`src/rtl/rpsc_fault_reporter.sv`:
```
// Serial reporter for RPSC fault-card lamp outputs: it synchronises the lamps, tracks the first-out fault,
// and sends fixed 15-bit frames to the remote panel on change, on request, or on periodic refresh.
module rpsc_fault_reporter #(
    parameter int N_FAULTS       = 8,
    parameter int BAUD_DIV       = 16,
    parameter int REFRESH_CYCLES = 100000
) (
    input  logic                clk,
    input  logic                reset,
    input  logic [N_FAULTS-1:0] la_in,
    input  logic                force_send,
    output logic                tx,
    output logic                busy,
    output logic                frame_done,
    output logic [3:0]          first_fault
);

    localparam int BW = $clog2(BAUD_DIV);
    localparam int RW = $clog2(REFRESH_CYCLES);

    typedef enum logic [2:0] {
        ST_IDLE,
        ST_START,
        ST_DATA,
        ST_FO,
        ST_PARITY,
        ST_STOP
    } state_t;

    state_t              state_q;
    logic [N_FAULTS-1:0] sync1_q, s_q;
    logic [3:0]          ff_q, ff_d;
    logic [7:0]          snap_d_q;
    logic [3:0]          snap_f_q;
    logic                snap_p_q;
    logic                pending_q;
    logic [RW-1:0]       refresh_q;
    logic [BW-1:0]       baud_q;
    logic [2:0]          bit_q;
    logic                tx_q, busy_q, done_q;

    logic [7:0] s8;
    logic [2:0] low_idx;
    logic       baud_last, trigger, go, start_frame;

    always_comb begin
        s8 = '0;
        s8[N_FAULTS-1:0] = s_q;
        low_idx = '0;
        for (int i = N_FAULTS - 1; i >= 0; i--) begin
            if (s_q[i]) low_idx = 3'(i);
        end
        ff_d = ff_q;
        if (s_q == '0)
            ff_d = '0;
        else if (!ff_q[3])
            ff_d = {1'b1, low_idx};
        baud_last   = (baud_q == BW'(BAUD_DIV - 1));
        trigger     = (s8 != snap_d_q) || force_send || (refresh_q == RW'(REFRESH_CYCLES - 1));
        go          = trigger || pending_q;
        start_frame = go && ((state_q == ST_IDLE) || ((state_q == ST_STOP) && baud_last));
    end

    always_ff @(posedge clk or posedge reset) begin
        if (reset) begin
            state_q   <= ST_IDLE;
            sync1_q   <= '0;
            s_q       <= '0;
            ff_q      <= '0;
            snap_d_q  <= '0;
            snap_f_q  <= '0;
            snap_p_q  <= 1'b0;
            pending_q <= 1'b0;
            refresh_q <= '0;
            baud_q    <= '0;
            bit_q     <= '0;
            tx_q      <= 1'b1;
            busy_q    <= 1'b0;
            done_q    <= 1'b0;
        end else begin
            sync1_q <= la_in;
            s_q     <= sync1_q;
            ff_q    <= ff_d;
            done_q  <= 1'b0;

            if (start_frame)
                refresh_q <= '0;
            else if (refresh_q != RW'(REFRESH_CYCLES - 1))
                refresh_q <= refresh_q + 1'b1;

            if (start_frame)
                pending_q <= 1'b0;
            else if (trigger && (state_q != ST_IDLE))
                pending_q <= 1'b1;

            // The captured first-out uses this cycle's update so a fresh trip is reported in its own frame.
            if (start_frame) begin
                state_q  <= ST_START;
                baud_q   <= '0;
                bit_q    <= '0;
                tx_q     <= 1'b0;
                busy_q   <= 1'b1;
                snap_d_q <= s8;
                snap_f_q <= ff_d;
                snap_p_q <= ^{ff_d, s8};
            end else begin
                if (state_q != ST_IDLE)
                    baud_q <= baud_last ? '0 : baud_q + 1'b1;
                case (state_q)
                    ST_IDLE: ;
                    ST_START:
                        if (baud_last) begin
                            state_q <= ST_DATA;
                            tx_q    <= snap_d_q[0];
                        end
                    ST_DATA:
                        if (baud_last) begin
                            if (bit_q == 3'd7) begin
                                state_q <= ST_FO;
                                bit_q   <= '0;
                                tx_q    <= snap_f_q[0];
                            end else begin
                                bit_q <= bit_q + 3'd1;
                                tx_q  <= snap_d_q[bit_q + 3'd1];
                            end
                        end
                    ST_FO:
                        if (baud_last) begin
                            if (bit_q == 3'd3) begin
                                state_q <= ST_PARITY;
                                bit_q   <= '0;
                                tx_q    <= snap_p_q;
                            end else begin
                                bit_q <= bit_q + 3'd1;
                                tx_q  <= snap_f_q[bit_q[1:0] + 2'd1];
                            end
                        end
                    ST_PARITY:
                        if (baud_last) begin
                            state_q <= ST_STOP;
                            tx_q    <= 1'b1;
                        end
                    ST_STOP: begin
                        if (baud_q == BW'(BAUD_DIV - 2)) done_q <= 1'b1;
                        if (baud_last) begin
                            state_q <= ST_IDLE;
                            busy_q  <= 1'b0;
                        end
                    end
                    default: state_q <= ST_IDLE;
                endcase
            end
        end
    end

    assign tx          = tx_q;
    assign busy        = busy_q;
    assign frame_done  = done_q;
    assign first_fault = ff_q;

endmodule

```
`config.mk`:
```
export PLATFORM = sky130hd
export DESIGN_NAME = rpsc_fault_reporter
export DESIGN_NICKNAME = d
export VERILOG_FILES = /design/src/rtl/rpsc_fault_reporter.sv
export SDC_FILE = /design/constraint.sdc
export NUM_CORES = 1
export LEC_CHECK = 0
export ABC_CLOCK_PERIOD_IN_PS = 2600
export CORE_MARGIN = 4
export CORE_UTILIZATION = 59
export DETAILED_ROUTE_END_ITERATION = 12
export MAX_ROUTING_LAYER = met4
export PLACE_DENSITY_LB_ADDON = 0.2
export SYNTH_ARGS = -nofsm -noshare
export SYNTH_HDL_FRONTEND = slang
export SYNTH_SLANG_ARGS = --single-unit
export TNS_END_PERCENT = 50
```
`constraint.sdc`:
```
create_clock -name clk -period 2.6 [get_ports clk]
set_input_delay 0.39 -clock clk [delete_from_list [all_inputs] [get_ports clk]]
set_output_delay 0.39 -clock clk [all_outputs]
set_load 0.01 [all_outputs]
```
==> results of run 1 <==
-- metal layers --
metal | up-vias | wire length (um) | track usage, %
met5 | - | 0 | -
met3 | 7 | 198 | 6.65
met2 | 33 | 2830 | 32.3
li1 | 1048 | - | -
met4 | 0 | 63 | 6.59
met1 | 1052 | 2780 | 27.0
-- cell families after synthesis --
kind of cell             after synthesis
AO/OA/AOI/OAI                         35
adder cells (fa/ha/maj)               12
XOR/XNOR                              28
flip-flops                            64
buffers and inverters                 25
multiplexers                          18
AND/OR/NAND/NOR                      102
-- cells in the final DEF, fill, tap and decap left out, types with 5 or more instances in the layout --
cell type	count
clkdlybuf4s50_1	17
mux2_4	8
nand3_1	14
dfrtp_1	63
nand2_1	13
xnor2_1	17
ha_1	12
xor2_1	11
nor2_1	42
clkbuf_8	10
o21ai_0	5
buf_4	11
a21oi_1	11
inv_1	16
-- sequential cells by signal (all words and copies together) (netlist names), 3 cells and up --
signal and flops:
snap_d_q 8, snap_f_q 4, s8 8, first_fault 4
state_q 3, baud_q 4, refresh_q 17, sync1_q 8
bit_q 3
-- final timing paths --
path,end,cells past startpoint,startpoint,slack (ps)
max in group asynchronous,tx,3,reset,1710
min in group asynchronous,refresh_q[5],2,reset,360
hold / removal,s8[7],0,sync1_q[7],350
setup reg to reg,snap_d_q[5],5,refresh_q[13],230
setup / recovery,snap_d_q[5],5,refresh_q[13],230
hold reg to reg,s8[7],0,sync1_q[7],350
-- final cells by class --
type / instances / area, um2 / area share [%]
sequential: 64 / 1600 / 43.7
tap: 70 / 87.6 / 2.39
multi-input combinational: 196 / 1430 / 39.0
inverter: 17 / 63.8 / 1.74
clock inverter: 3 / 65.1 / 1.77
clock buffer: 13 / 149 / 4.06
timing repair buffer: 29 / 273 / 7.43
-- what timing repair did --
item	4_1_cts	5_1_grt
endpoints found under the hold margin	0	0
resized for setup	0	0
setup endpoints to repair	4	0
-- through the flow --
step | instance area, um2 | setup slack [ps]
after floorplan | 3160 | 351
after global placement | 3450 | 57.6
after detailed placement | 3450 | 11.4
after CTS | 3670 | 221
after global routing | 3670 | 106
final | 3670 | 233
-- power by group through the flow --
stage / clock, mW / sequential, mW / combinational [mW]
after floorplan: 0 / 1.40 / 0.638
after global placement: 0 / 1.45 / 0.779
after detailed placement: 0 / 1.47 / 0.801
after CTS: 0.942 / 1.45 / 0.809
after global routing: 0.996 / 1.48 / 0.898
final: 0.919 / 1.46 / 0.797
==> results by group, run 1 <==
Route
  • Via count: 2,140
  • Post-DR vias/cell: 5.46
  • Residual DRC: 0
  • Antenna-violating nets left: 0
  • Drt pass-1 iters: 5
  • Final WL: 5880 um
  • Starting DRT DRC Count: 112
  • Drt wl/cell: 15.0 um

Timing
  • Relative slew margins: 50.3%
  • Final setup viols: 0
  • Slew Viols, Final: 0
  • Tmin final: 2370 ps
  • Setup TNS: 0 ps
  • FMAX: 422 MHz
  • RSZ-0062 raised after global routing: false
  • Clk_skew: 11.1 ps
  • Final Hold Viols: 0
  • Worst hold slack: 348 ps
  • Slew at the pin closest to its max-slew limit: 746 ps
  • Fin crit share: 91.1%

Synthesis
  • Synth Net Count: 307
  • Post-synthesis sequential area ratio: 50.8%
  • XOR/XNOR share of the synthesized area: 7.77%
  • Synth unique cells: 52
  • Post-Synth Simple-Gate Area: 16.7%
  • Multiplexer share of the synthesized area: 8.28%
  • Post-Synth Adder-Cell Area: 4.76%
  • Area of the mapped netlist: 0.00316 mm2
  • Dominant synthesized flop cell: dfrtp_1
  • Top-count cell post-synth: dfrtp_1
  • Area leader, netlist: dfrtp_1
  • Largest family of logic cells by synthesized area: simple AND/OR/NAND/NOR gates
  • FF+latch count, synth: 64
  • Ys Warns: 0
  • Number of synthesized flops with an enable pin: 0
  • Post-Synthesis Cells: 284
  • Top cells by area, synth: dfrtp_1 50%, nor2_1 5.0%, ha_1 4.8%
  • Commonest cells in the synthesized netlist: 63 x dfrtp_1, 42 x nor2_1, 17 x inv_1, 17 x xnor2_1, 14 x nand3_1
  • Synth Area in Compound Gates: 7.49%
  • Ys async rst share: 100%
  • Yosys top cell area share: 49.9%
  • Syn Area/Cell: 11.1 um2

Global route
  • GRT overflow: 0
  • First-pass GRT wire length: 9990 um
  • Initial antenna violation count: 0
  • Vias in the first global route: 2,108
  • GRT Util Overall: 21.1%
  • Largest net degree at the start of global routing: 26

Die
  • Die width: 81.1 um
  • Initial core utilization: 61.4%
  • Die extent in y: 81.1 um
  • I/O Pins: 18
  • DIE AREA: 0.00658 mm2
  • Site Rows: 26
  • Placeable Area: 0.00514 mm2

Critical path
  • Worst path cell trace: or4b_4 > nor4_4 > nor4_2 > a21oi_4 > mux2_2
  • Buf+Inv Stages, Crit Path: 0
  • Crit Path Class: reg -> reg
  • Data required time of the critical path: 2820 ps
  • Critical Path Start Type: flop
  • Worst Path Max Fanout: 15
  • Arrival time worst endpoint: 2580 ps
  • Setup crit end kind: flop
  • Worst stage delay on the critical path: 540 ps
  • CP top delay family: simple AND/OR/NAND/NOR gates
  • Slowest-stage cell, CP: or4b_4

Pwr
  • Comb pwr share: 25.1%
  • PD cells: 864 mW/mm2
  • Overall Power: 3.17 mW
  • Switching share of power: 29.8%
  • Static Leakage: 1.63 nW
  • Internal power: 2.23 mW
  • Net switching power: 946 uW
  • Sequential Power Share: 45.9%
  • Peak supply drop: 637 uV
  • Clock share of power: 29.0%

Clock network
  • TritonCTS clock tree: done
  • Cts hold-fix bufs: 0
  • Clk buf depth: 2
  • Clock root buffer master: clkbuf_8
  • Reg clk slew, reported paths: 70 ps
  • Htree depth: 3
  • Worst skew pair latency: 340 ps
  • Clock sinks: 64
  • Post-CTS Setup Inserts: 0
  • CTS Buf Count: 9

Final layout
  • Final #Nets: 340
  • Antenna cells: 0
  • Post-Layout Cell Count: 392
  • Area growth syn-to-layout: 16.3%
  • Fin util: 71.4%
  • Layout cells sized above 1: 14.6%
  • Layout fillers: 405

Placement
  • Post-Place Cells: 375
  • DP Wirelength: 4190 um
  • Port Buffer Count: 17
  • Placer congestion estimate: 0.834

Outcome
  • Status: finished clean

Hold path
  • Hold Path Class: reg -> reg

Run
  • Maxcap violations: 0
Power figures use the tool's default switching activity.
==> run 2: changes to the inputs <==
ABC_AREA = 1   (was not set)
SLEW_MARGIN = 20   (was not set)
==> run 2 against run 1 <==
  * Worst setup slack improved by 500 ps
  * Clock power decreased by 18%
  * Critical path depth increased by 2
  * Critical path type unchanged
==> results by group, run 2 <==
Outcome
  • Status: finished clean

Timing
  • Fin crit share: 71.7%
  • Slew at the pin closest to its max-slew limit: 584 ps
  • Worst hold slack: 349 ps
  • Tmin final: 1870 ps
  • Final Hold Viols: 0
  • Slew Viols, Final: 0
  • FMAX: 536 MHz
  • Setup TNS: 0 ps
  • RSZ-0062 raised after global routing: false
  • Relative slew margins: 60.7%
  • Clk_skew: 9.24 ps
  • Final WS setup: 735 ps
  • Final setup viols: 0

Clock network
  • Post-CTS Setup Inserts: 0
  • Cts hold-fix bufs: 0
  • Clock sinks: 64
  • Post-CTS Resized: 0
  • Worst skew pair latency: 330 ps
  • Clk buf depth: 2
  • Htree depth: 3
  • Clock root buffer master: clkbuf_8
  • TritonCTS clock tree: done
  • Reg clk slew, reported paths: 70 ps
  • CTS Buf Count: 9

Final layout
  • Layout cells sized above 1: 10.4%
  • Fin util: 70.2%
  • Most frequent cells in the layout: 85 x nand2_1, 63 x dfrtp_1, 44 x inv_1, 39 x nor2_1, 24 x nand3_1
  • Final instance area: 0.00368 mm2
  • Post-Layout Cell Count: 482
  • Antenna cells: 0
  • Layout fillers: 415
  • Area growth syn-to-layout: 12.4%
  • Max reg flops: 17
  • Final #Nets: 431
  • Commonest non-fill, non-tap cell in the layout: nand2_1
  • Largest register by flop count: refresh_q

Route
  • Post-DR vias/cell: 5.34
  • Antenna-violating nets left: 0
  • Drt pass-1 iters: 4
  • Drt wl/cell: 13.1 um
  • Starting DRT DRC Count: 162
  • Via count: 2,573
  • Residual DRC: 0
  • Final WL: 6320 um

Critical path
  • Critical Path Start Type: flop
  • Worst path cell trace: ha_1 > nand3_1 > o21ai_1 > nand2_4 > inv_4 > nand3_1 > nand2_1
  • Worst R2R Start: baud_q[0]
  • Cell mode on critical path: nand3_1
  • Worst stage delay on the critical path: 400 ps
  • Slowest-stage cell, CP: dfrtp_1
  • Setup crit end kind: flop
  • CP top delay family: simple AND/OR/NAND/NOR gates
  • Buf+Inv Stages, Crit Path: 1
  • Data required time of the critical path: 2870 ps
  • Worst Path Max Fanout: 22
  • Worst Setup SP: baud_q[0]
  • Arrival time worst endpoint: 2140 ps
  • Crit Path Class: reg -> reg

Global route
  • GRT Util Overall: 22.6%
  • First-pass GRT wire length: 11,200 um
  • GRT overflow: 0
  • Vias in the first global route: 2,482
  • Largest net degree at the start of global routing: 43
  • Initial antenna violation count: 0

Synthesis
  • Yosys top cell area share: 48.2%
  • Post-synthesis sequential area ratio: 49.0%
  • Ys Warns: 0
  • Area leader, netlist: dfrtp_1
  • Dominant synthesized flop cell: dfrtp_1
  • Post-Synth Simple-Gate Area: 24.8%
  • Multiplexer share of the synthesized area: 0%
  • Syn Area/Cell: 8.54 um2
  • Commonest cells in the synthesized netlist: 85 x nand2_1, 63 x dfrtp_1, 45 x inv_1, 39 x nor2_1, 24 x nand3_1
  • Post-Synth Adder-Cell Area: 4.59%
  • Number of synthesized flops with an enable pin: 0
  • Area of the mapped netlist: 0.00327 mm2
  • Post-Synthesis Cells: 383
  • Top cells by area, synth: dfrtp_1 48%, nand2_1 9.8%, inv_1 5.2%
  • Top-count cell post-synth: nand2_1
  • Synth Net Count: 406
  • FF+latch count, synth: 64
  • XOR/XNOR share of the synthesized area: 3.48%
  • Largest family of logic cells by synthesized area: simple AND/OR/NAND/NOR gates
  • Ys async rst share: 100%
  • Synth unique cells: 38
  • Synth Area in Compound Gates: 10.8%

Die
  • Site Rows: 26
  • Die width: 82.5 um
  • Die extent in y: 82.5 um
  • I/O Pins: 18
  • Placeable Area: 0.00524 mm2
  • DIE AREA: 0.00680 mm2
  • Initial core utilization: 62.4%

Pwr
  • Internal power: 1.48 mW
  • Sequential Power Share: 53.9%
  • Overall Power: 1.96 mW
  • Comb pwr share: 7.4%
  • Peak supply drop: 370 uV
  • Static Leakage: 1.78 nW
  • Clock share of power: 38.7%
  • Net switching power: 472 uW
  • Switching share of power: 24.1%
  • PD cells: 532 mW/mm2

Hold path
  • Hold Path Class: reg -> reg
  • Worst Min Path Start: sync1_q[7]

Placement
  • DP Wirelength: 4640 um
  • DP Area: 0.00350 mm2
  • Dpl ws: 474 ps
  • Post-Place Cells: 467
  • Port Buffer Count: 17
  • Placer congestion estimate: 0.889

Run
  • Maxcap violations: 0
-- run 2: power by group through the flow --
stage	clock, mW	sequential (mW)	combinational, mW
finish	0.757	1.05	0.144
global route	0.826	1.06	0.167
CTS	0.775	1.05	0.147
detailed placement	0	1.07	0.146
global placement	0	1.07	0.143
floorplan	0	1.07	0.0946
-- run 2: logic make-up after synthesis --
kind of cell    count (synthesis)
fa+ha+maj                      12
simple gates                  177
xor+xnor                       13
compound gates                 63
buf+inv                        54
flops                          64
-- run 2: worst paths after layout --
check                                     to  slack (ps)  depth (start not counted)
worst min-delay path                   s8[7]         350                          0
worst max register to register      snap_p_q         730                          7
worst max-delay path                snap_p_q         730                          7
min in group asynchronous       refresh_q[6]         400                          2
worst min register to register         s8[7]         350                          0
max in group asynchronous        snap_d_q[2]        1630                          3
-- run 2: area by class of cell --
cell class                 instances  area, um2  share of cell area (%)
tap                               70       87.6                    2.38
timing repair buffer              19        198                    5.38
sequential                        64       1600                    43.6
clock buffer                      12        155                    4.22
multi-input combinational        265       1430                    38.9
clock inverter                     3       17.5                   0.477
inverter                          49        186                    5.07
-- run 2: layer usage --
layer  global-route usage, %  up-vias  part of all wire [%]
met3                    4.45       16                   5.0
met5                       -        -                     0
li1                        -     1292                     -
met4                    10.3        0                   2.0
met2                    33.8       70                    47
met1                    29.8     1195                    46
